File: config.mk
export PLATFORM = sky130hd
export DESIGN_NAME = uart_receiver
export DESIGN_NICKNAME = d
export VERILOG_FILES = /design/src/rtl/uart_receiver.sv
export SDC_FILE = /design/constraint.sdc
export NUM_CORES = 1
export LEC_CHECK = 0
export CORE_MARGIN = 4
export CORE_UTILIZATION = 40
export CTS_CLUSTER_DIAMETER = 80
export DETAILED_ROUTE_END_ITERATION = 6
export PLACE_DENSITY = 0.58
export RECOVER_POWER = 25
export SETUP_SLACK_MARGIN = 0.2
export SKIP_LAST_GASP = 1
export SLEW_MARGIN = 20
export SYNTH_ARGS = -nofsm -noshare
export SYNTH_HDL_FRONTEND = slang
export SYNTH_SLANG_ARGS = --single-unit
File: constraint.sdc
create_clock -name clk -period 2 [get_ports clk]
set_input_delay 0.4 -clock clk [delete_from_list [all_inputs] [get_ports clk]]
set_output_delay 0.4 -clock clk [all_outputs]
set_load 0.01 [all_outputs]
File: src/rtl/uart_receiver.sv
// uart_receiver: 8N1 serial receiver with two-flop synchroniser, single-entry
// read buffer, one-cycle framing-error pulse and sticky overrun flag.
module uart_receiver #(
    parameter int CLKS_PER_BIT = 4
) (
    input  logic       clk,
    input  logic       rst,
    input  logic       Rx,
    input  logic       Read_ack,
    output logic [7:0] Data_Out,
    output logic       Data_valid,
    output logic       Frame_error,
    output logic       Overrun
);
    localparam int H  = CLKS_PER_BIT / 2;
    localparam int CW = $clog2(CLKS_PER_BIT);
    localparam logic [CW-1:0] HALF_LAST = CW'(H - 1);
    localparam logic [CW-1:0] BIT_LAST  = CW'(CLKS_PER_BIT - 1);

    typedef enum logic [2:0] {IDLE, START, DATA, STOP, WAIT_HIGH} state_t;

    state_t          state_q, state_d;
    logic [1:0]      sync_q;
    logic [CW-1:0]   cnt_q, cnt_d;
    logic [2:0]      idx_q, idx_d;
    logic [7:0]      shift_q, shift_d;
    logic            done_q, done_d;
    logic            stop_q, stop_d;
    logic [7:0]      data_q, data_d;
    logic            valid_q, valid_d;
    logic            fe_q, fe_d;
    logic            ovr_q, ovr_d;
    logic            rx_s, good, accept;

    assign rx_s        = sync_q[1];
    assign Data_Out    = data_q;
    assign Data_valid  = valid_q;
    assign Frame_error = fe_q;
    assign Overrun     = ovr_q;

    always_comb begin
        state_d = state_q;
        cnt_d   = cnt_q;
        idx_d   = idx_q;
        shift_d = shift_q;
        done_d  = 1'b0;
        stop_d  = stop_q;
        case (state_q)
            IDLE: if (!rx_s) begin
                state_d = START;
                cnt_d   = '0;
            end
            START: if (cnt_q == HALF_LAST) begin
                state_d = rx_s ? IDLE : DATA;
                cnt_d   = '0;
                idx_d   = '0;
            end else cnt_d = cnt_q + 1'b1;
            DATA: if (cnt_q == BIT_LAST) begin
                shift_d[idx_q] = rx_s;
                cnt_d          = '0;
                state_d        = (idx_q == 3'd7) ? STOP : DATA;
                idx_d          = (idx_q == 3'd7) ? idx_q : idx_q + 3'd1;
            end else cnt_d = cnt_q + 1'b1;
            STOP: if (cnt_q == BIT_LAST) begin
                done_d  = 1'b1;
                stop_d  = rx_s;
                cnt_d   = '0;
                state_d = rx_s ? IDLE : WAIT_HIGH;
            end else cnt_d = cnt_q + 1'b1;
            WAIT_HIGH: state_d = rx_s ? IDLE : WAIT_HIGH;
            default: state_d = IDLE;
        endcase
    end

    // The buffer is updated one edge after the stop sample, from the registered verdict.
    always_comb begin
        good    = done_q & stop_q;
        accept  = Read_ack & valid_q;
        data_d  = (good && (!valid_q || Read_ack)) ? shift_q : data_q;
        valid_d = good | (valid_q & ~Read_ack);
        ovr_d   = accept ? 1'b0 : (ovr_q | (good & valid_q));
        fe_d    = done_q & ~stop_q;
    end

    always_ff @(posedge clk) begin
        if (rst) begin
            state_q <= IDLE;
            sync_q  <= 2'b11;
            cnt_q   <= '0;
            idx_q   <= '0;
            shift_q <= '0;
            done_q  <= 1'b0;
            stop_q  <= 1'b1;
            data_q  <= '0;
            valid_q <= 1'b0;
            fe_q    <= 1'b0;
            ovr_q   <= 1'b0;
        end else begin
            state_q <= state_d;
            sync_q  <= {sync_q[0], Rx};
            cnt_q   <= cnt_d;
            idx_q   <= idx_d;
            shift_q <= shift_d;
            done_q  <= done_d;
            stop_q  <= stop_d;
            data_q  <= data_d;
            valid_q <= valid_d;
            fe_q    <= fe_d;
            ovr_q   <= ovr_d;
        end
    end
endmodule

==> Word level (Yosys, flattened, before mapping) <==
Cells that the tools add are included.
{ "word_totals": {"inputBits": 4, "elab_cells": 72, "ff_bits": 31} }
{ "op_classes": {"mux": 20, "order_cmp": 2, "n_eq_ne": 12, "n_bitwise": 10, "n_reduce_logical": 15, "n_addsub": 2} }
{ "ops": {"columns": ["op", "n"], "rows": [
  ["3-bit two-way mux", 8],
  ["3-bit one-hot mux with 5 select lines", 1],
  ["2-bit inequality test, second input constant", 5],
  ["8-bit bitwise mux", 1],
  ["2-bit two-way mux", 4],
  ["4-bit AND reduction", 2],
  ["3-bit by 2-bit equality test with 1-bit output, second input constant", 2],
  ["3-bit equality test, second input constant", 2],
  ["2-bit one-hot mux with 3 select lines", 1],
  ["3-bit one-hot mux with 2 select lines", 1],
  ["2-bit AND reduction", 3],
  ["2-bit OR reduction", 3],
  ["1-bit AND", 5],
  ["3-bit by 4-bit less-than comparator with 1-bit output, second input constant", 1],
  ["3-bit by 1-bit adder with 3-bit output, second input constant", 1],
  ["1-bit demux with 3-bit select", 1],
  ["3-bit by 1-bit equality test with 1-bit output, second input constant", 1],
  ["3-bit by 1-bit greater-or-equal comparator with 1-bit output, second input constant", 1],
  ["3-bit logical NOT", 1],
  ["1-bit two-way mux", 3],
  ["1-bit inverter", 3],
  ["3-bit nonzero test", 1],
  ["2-bit by 1-bit adder with 2-bit output, second input constant", 1],
  ["2-bit by 1-bit equality test with 1-bit output, second input constant", 1],
  ["other kinds (6)", 8]
]} }

==> Logic depth before layout (Yosys ltp) <==
Gate-level depths: netlist of run 1.
{ "depth": {"depth_word": 5, "depth_mapped": 5, "mapped_depth_nobuf": 5} }

==> Worst setup path after synthesis of run 1 <==
No wires, ideal clock.
{ "synth_path": {"kind": "reg-to-reg", "from": "register cnt_q[0]", "to": "register shift_q[2]", "t_arrival_ns": 1.344, "path_stages_with_launch": 5, "period_less_slack_ns": 1.416, "path_slack_ns": 0.584, "n_path_buf": 0, "path_cell_list": "dfxtp_1 ha_1 nand4bb_4 nor4b_1 mux2i_1"} }
{ "synth_via": {"elab_chain_cells": 2} }
{ "synth_lines": {"columns": ["item", "line", "source"], "rows": [
  ["start, declared", "24", "logic [CW-1:0] cnt_q, cnt_d;"],
  ["start signal, assigned", "101", "cnt_q <= cnt_d;"],
  ["2-bit equality test", "58", "DATA: if (cnt_q == BIT_LAST) begin"],
  ["2-bit AND reduction (no line)", null, null],
  ["end signal, assigned", "103", "shift_q <= shift_d;"],
  ["end, declared", "26", "logic [7:0] shift_q, shift_d;"]
]} }
Every way passes these cells.
A chain may end at the register's enable or synchronous reset.

==> results.toml, run 1 <==
[cells_and_area]
antenna-diode-count = 0
finalNonFillerCells = 213
layout-drive-gt1-share_pct = 7.78
layout-area-overhead-vs-synth_pct = 15.3
finalNetCount = 175

[floorplanning]
placementRows = 21
dieArea_mm2 = 0.00458
die_x_um = 67.7
fp.coreArea_mm2 = 0.00339
die_y_um = 67.7
initial_core_utilization_pct = 42.0
ioPinCount = 15

[clock_network]
post-cts-setup-buffer-count = 0
cts_sinks = 31
clk-insertion-delay-late_ns = 0.33
cts_hold_buf = 0
clock_tree.buffer_depth = 2
numCtsBuffers = 5
clock_pin_slew_reported_for_the_worst_setup_and_hold_paths_after_clock_tree_synthesis_ns = 0.10
htree_levels = 2
tritoncts = "yes"
cts.root.buffer_cell = "clkbuf_4"

[power_and_ir_drop]
cellLeakagePower_nw = 0.564
net_switching_component_of_the_power_w = 0.000247
p_comb_share_pct = 4.8
powerDensity_mw_per_mm2 = 627
p_int_w = 0.000782
vdd.ir_drop.worst_v = 0.000418
power.switching_fraction_pct = 24.0
power_frac_clock_pct = 33.8
share_seq_of_total_power_pct = 61.4

[timing]
rsz_0062_raised_after_global_routing = "no"
max-slew-margin-rel_pct = 47.0
max_clock_freq_mhz = 585
finalSetupViolCount = 0
clock_skew_ns = 0.0113
final_cycle_utilization_of_the_critical_path_pct = 85.5
minimum_clock_period_after_layout_ns = 1.71
fin_tns_setup_ns = 0
slew_viol_final = 0
worst_slew_pin_slew_ns = 0.795
hold_viol_final = 0

[logic_synthesis]
post-synth-top-count-cell = "dfxtp_1"
synth_cell_types = 37
synth.largest_area_cell = "dfxtp_1"
postSynthNetCount = 164
synth.yosys.seq_area_share_pct = 43.6
ys.flop_type = "dfxtp_1"
synth_enable_flop_cells = 0
synth.yosys.warnings = 0
yosys.area.top_type_share_pct = 43.6
yosys-top-cells-area = "dfxtp_1, nand2b_1, mux2i_1"
mappedNetlistArea_mm2 = 0.00142
yosys_register_bits = 31
synthesis.area_per_instance_um2 = 9.19
post_synth_inst_count = 155
synth.cells.most_frequent = "dfxtp_1, a21oi_1, nand2b_1, o21ai_0"
post_synthesis_async_set_or_reset_flop_share_pct = 0

[routing]
wirelength_routed_mm = 2.84
vias = 1147
top_routing_layer_in_use = "met4"
wl_per_cell_um = 13.3
detailedRoute.firstPassIterationCount = 4
dr_wl_met2_mm = 1.32
drtAntennaViolNets = 0
route.detailed.drc = 0
met3WireLength_um = 91
avgViaCountPerCell = 5.38
detailedRoute.firstIterationViolations = 61
route.layer.met1.wl_mm = 1.39

[outcome]
outcome = "complete, no violations"

[worst_setup_path]
worst-setup-path-type = "input port to flip-flop"
crit_fanout = 21
timing.critical_path.arrival_ns = 1.91
cp-end-kind = "flip-flop"
cp.required_ns = 2.20
worst_setup_path_start_kind = "input port"

[global_route]
grt_first_pass_wirelength_mm = 4.90
largest_net_degree_at_the_start_of_global_routing = 22
number_of_global_route_vias_before_repair = 1112
globalRoute.totalOverflow = 0
initial_antenna_violation_count = 0
grt_use_total_pct = 14.2

[job]
max_cap_violations = 0

[placed_design]
placement.io_buffers = 14
dpl.cell_count = 205
detailed_place_hpwl_mm = 2.03
gpl.final_weighted_congestion = 0.715

[min_path]
path_class_of_the_lowest_slack_min_delay_path = "flip-flop to flip-flop"
-- registers in the layout, summed over array words and instances, names as in the netlist --
register,flops
Data_valid,1
Data_Out,8
shift_q,8
Frame_error,1
Overrun,1
state_q,3
cnt_q,2
done_q,1
idx_q,3
stop_q,1
sync_q,2
-- power by group through the flow --
| stage | sequential [W] | combinational, W | clock, W |
|---|---|---|---|
| after floorplan | 0.000642 | 0.0000387 | 0 |
| after global placement | 0.000646 | 0.0000488 | 0 |
| final | 0.000632 | 0.0000493 | 0.000348 |
| after detailed placement | 0.000646 | 0.0000514 | 0 |
| after CTS | 0.000632 | 0.0000515 | 0.000366 |
| after global routing | 0.000633 | 0.0000550 | 0.000395 |
-- per-layer routing --
layer | vias up | global-route usage [%]
li1 | 574 | -
met2 | 20 | 21.6
met4 | 0 | 5.32
met3 | 6 | 4.99
met1 | 547 | 18.3
met5 | - | 0
-- logic make-up (layout without fill, tap and decap cells) --
kind of cell | count (synthesis) | count (layout) | synth area share (%)
compound gates | 36 | 36 | 14.4
fa+ha+maj | 5 | 5 | 4.39
buf+inv | 16 | 28 | 4.39
flops | 31 | 31 | 43.6
mux | 8 | 8 | 5.62
simple gates | 59 | 59 | 27.6
-- metrics by stage --
stage / setup WS, ns / hold slack [ns] / cell area, µm² / utilization (%) / total power, W
4_1_cts: 0.314 / 0.430 / 1640 / 48.5 / 0.00105
2_1_floorplan: 0.584 / 0.389 / 1420 / - / 0.000680
3_3_place_gp: 0.439 / 0.398 / 1590 / 46.9 / 0.000695
3_5_place_dp: 0.392 / 0.399 / 1590 / 46.9 / 0.000698
5_1_grt: 0.162 / 0.449 / 1640 / 48.4 / 0.00108
6_report: 0.290 / 0.423 / 1640 / 48.4 / 0.00103
-- repair_timing --
item / in CTS / in global routing
endpoints found under the setup margin: 0 / 1
hold endpoints to repair: 0 / 0
resized for setup: 0 / 1
-- final cells by class --
class	count	area, µm²
clock buffer	6	41.3
clock inverter	2	12.5
fill	323	1750
inverter	4	15.0
multi-input combinational	108	747
sequential	31	621
tap	46	57.6
timing repair buffer	16	148
-- worst max-delay path: stages --
cell	delay [ns]
dlygate4sd3_1	0.60
clkbuf_1	0.63
nand2b_1	0.20
mux2i_1	0.07
-- worst paths after layout --
path | start | to | cells past startpoint | slack (ns)
worst min-delay path | sync_q[0]$_SDFF_PP1_ | sync_q[1]$_SDFF_PP1_ | 1 | 0.42
worst max register to register | idx_q[0]$_SDFFE_PP0P_ | idx_q[2]$_SDFFE_PP0P_ | 5 | 0.38
worst max-delay path | rst | shift_q[3]$_SDFFE_PP0P_ | 4 | 0.29
worst min register to register | sync_q[0]$_SDFF_PP1_ | sync_q[1]$_SDFF_PP1_ | 1 | 0.42
-- cell usage in the layout (no fill, tap or decap), types with 4 or more instances in the layout --
master	n
mux2i_1	8
a21oi_1	14
dfxtp_1	31
clkdlybuf4s50_1	13
inv_1	4
nand2b_1	13
o21ai_0	13
nand3_1	10
nand3b_1	4
clkbuf_4	5
ha_1	5
nor2_1	7
Note: power is estimated with default switching activity, not from simulation.
==> inputs of run 2 (changes only) <==
==> constraint.sdc (replaced) <==
create_clock -name clk -period 2 [get_ports clk]
set_input_delay 0.4 -clock clk [delete_from_list [all_inputs] [get_ports clk]]
set_output_delay 0.4 -clock clk [all_outputs]
set_load 0.005 [all_outputs]
==> results of run 2 <==
Same layout as run 1: the final DEF is identical, and so are final timing and power.
==> inputs of run 3 (changes only) <==
==> constraint.sdc (replaced) <==
create_clock -name clk -period 1.85 [get_ports clk]
set_input_delay 0.37 -clock clk [delete_from_list [all_inputs] [get_ports clk]]
set_output_delay 0.37 -clock clk [all_outputs]
set_load 0.05 [all_outputs]
==> run 3 against run 2 <==
Clock skew is 0.0029 ns lower. First-iteration DRC count is 21% higher. Critical path depth stayed put. Sequential cell count stayed put. Cell area is 0.38% higher. Worst hold slack better by 0.0025 ns. Die area stayed put. Clock power is 36% higher. Combinational power is 20% higher. Non-clock buffer count is 2 higher. Routed wire length is 2.1% lower. Critical endpoint unchanged. Highest routed layer unchanged.
==> results.toml, run 3 (synthesis gave the netlist of run 1 again) <==
[outcome]
outcome = "complete, no violations"

[cells_and_area]
layout-area-overhead-vs-synth_pct = 15.7
layout-drive-gt1-share_pct = 14.2
final_cell_area_mm2 = 0.00165
antenna-diode-count = 0
post-route-util_pct = 48.6
final_cell_mix = "dfxtp_1, nand2b_1, o21ai_0, a21oi_1, nand3_1"
multiInputGateArea_um2 = 747
fillers = 321
most_common_cell_after_layout_fill_and_taps_aside = "dfxtp_1"
finalNetCount = 177
layout.area.seq_um2 = 621
finalNonFillerCells = 215

[clock_network]
clock_pin_slew_reported_for_the_worst_setup_and_hold_paths_after_clock_tree_synthesis_ns = 0.11
clk-insertion-delay-late_ns = 0.33
clock_tree.buffer_depth = 2
htree_levels = 2
cts.root.buffer_cell = "clkbuf_4"
cts_sinks = 31
tritoncts = "yes"
numCtsBuffers = 5
post-cts-setup-buffer-count = 0

[floorplanning]
placementRows = 21
ioPinCount = 15
fp.coreArea_mm2 = 0.00339
die_x_um = 67.7
initial_core_utilization_pct = 42.0
dieArea_mm2 = 0.00458
die_y_um = 67.7

[global_route]
grt_first_pass_wirelength_mm = 4.81
globalRoute.totalOverflow = 0
largest_net_degree_at_the_start_of_global_routing = 23
grt_use_total_pct = 14.3
initial_antenna_violation_count = 0
number_of_global_route_vias_before_repair = 1050

[power_and_ir_drop]
vdd.ir_drop.worst_v = 0.000460
cellLeakagePower_nw = 0.608
power_w = 0.00121
powerDensity_mw_per_mm2 = 735

[placed_design]
placed_area_mm2 = 0.00158
detailed_place_hpwl_mm = 1.94
dpl.cell_count = 207
placement.io_buffers = 14
gpl.final_weighted_congestion = 0.723

[routing]
drtAntennaViolNets = 0
detailedRoute.firstPassIterationCount = 4
avgViaCountPerCell = 5.22
wl_per_cell_um = 12.9
route.detailed.drc = 0
vias = 1122
detailedRoute.firstIterationViolations = 74
wirelength_routed_mm = 2.78

[min_path]
hold_path.startpoint = "sync_q[0]$_SDFF_PP1_"
timing.hold.worst_endpoint = "sync_q[1]$_SDFF_PP1_"
worstHoldPathCells = 1
path_class_of_the_lowest_slack_min_delay_path = "flip-flop to flip-flop"

[worst_setup_path]
critical-path-max-stage-delay_ns = 0.66
worst-r2r-cell-count = 4
worst_setup_path_start_kind = "input port"
worst-setup-path-type = "input port to flip-flop"
reg2reg_to = "idx_q[1]$_SDFFE_PP0P_"
crit-reg2reg-launch = "idx_q[1]$_SDFFE_PP0P_"
setup.reg_to_reg.worst_slack_ns = 0.33
cp-end-kind = "flip-flop"
path_delay_family = "buffers and inverters"
timing.critical_path.cells = "clkdlybuf4s50_1 > clkbuf_1 > nand2b_1 > mux2i_1"
timing.critical_path.arrival_ns = 1.83
slowest_stage = "clkbuf_1"
crit_buf_inv = 2
cp.required_ns = 2.07
crit_fanout = 22

[timing]
clock_skew_ns = 0.00834
final_cycle_utilization_of_the_critical_path_pct = 87.1
minimum_clock_period_after_layout_ns = 1.61
rsz_0062_raised_after_global_routing = "yes"
finalSetupViolCount = 0
max_clock_freq_mhz = 621
hold_viol_final = 0
max-slew-margin-rel_pct = 43.5
worst_slew_pin_slew_ns = 0.847
slew_viol_final = 0
fin_tns_setup_ns = 0

[job]
max_cap_violations = 0
run 3: changes by cell type in the layout (fill, tap and decap cells not counted), sizes merged:
cell	previous run	this run
clkinv	1	0
buf	0	9
dlygate4sd3	1	0
clkdlybuf4s50	13	3
clkbuf	8	10
dlygate4sd2	0	3
run 3: metrics by stage:
step	worst slack (ns)	hold slack, ns
5_1_grt	0.123	0.439
3_5_place_dp	0.294	0.403
3_3_place_gp	0.314	0.400
4_1_cts	0.264	0.429
2_1_floorplan	0.434	0.389
6_report	0.239	0.425
run 3: power by group:
part / total, W / switching, W / leakage, nW / internal (W)
clock: 0.000472 / 0.000250 / 0.0375 / 0.000222
sequential: 0.000680 / 0.00000633 / 0.250 / 0.000674
combinational: 0.0000594 / 0.0000319 / 0.320 / 0.0000274
total: 0.00121 / 0.000289 / 0.608 / 0.000923
run 3: layout make-up:
cell class / count / share of cell area (%)
clock buffer: 7 / 3.95
clock inverter: 1 / 0.456
tap: 46 / 3.49
sequential: 31 / 37.7
inverter: 4 / 0.911
timing repair buffer: 18 / 8.20
multi-input combinational: 108 / 45.3
run 3: how the worst max path moves through the flow:
stage                                to             startpoint  depth (start not counted)  slack [ns]
2_1_floorplan   shift_q[2]$_SDFFE_PP0P_  cnt_q[0]$_SDFFE_PP0P_                          4        0.43
3_3_place_gp   Data_Out[3]$_SDFFE_PP0P_               Read_ack                          4        0.31
3_5_place_dp    shift_q[2]$_SDFFE_PP0P_  cnt_q[1]$_SDFFE_PP0P_                          4        0.29
4_1_cts         shift_q[2]$_SDFFE_PP0P_  cnt_q[1]$_SDFFE_PP0P_                          4        0.26
5_1_grt         shift_q[4]$_SDFFE_PP0P_                    rst                          4        0.12
6_report        shift_q[3]$_SDFFE_PP0P_                    rst                          4        0.24
run 3: layer usage:
metal	routed length [µm]	GRT usage (%)
met1	1410	19.3
met4	53	7.59
met2	1250	19.9
met3	67	4.49
met5	0	0
run 3: what timing repair did:
item / 4_1_cts / 5_1_grt
hold buffers: 0 / 0
setup endpoints to repair: 3 / 4
gates resized for setup: 3 / 2
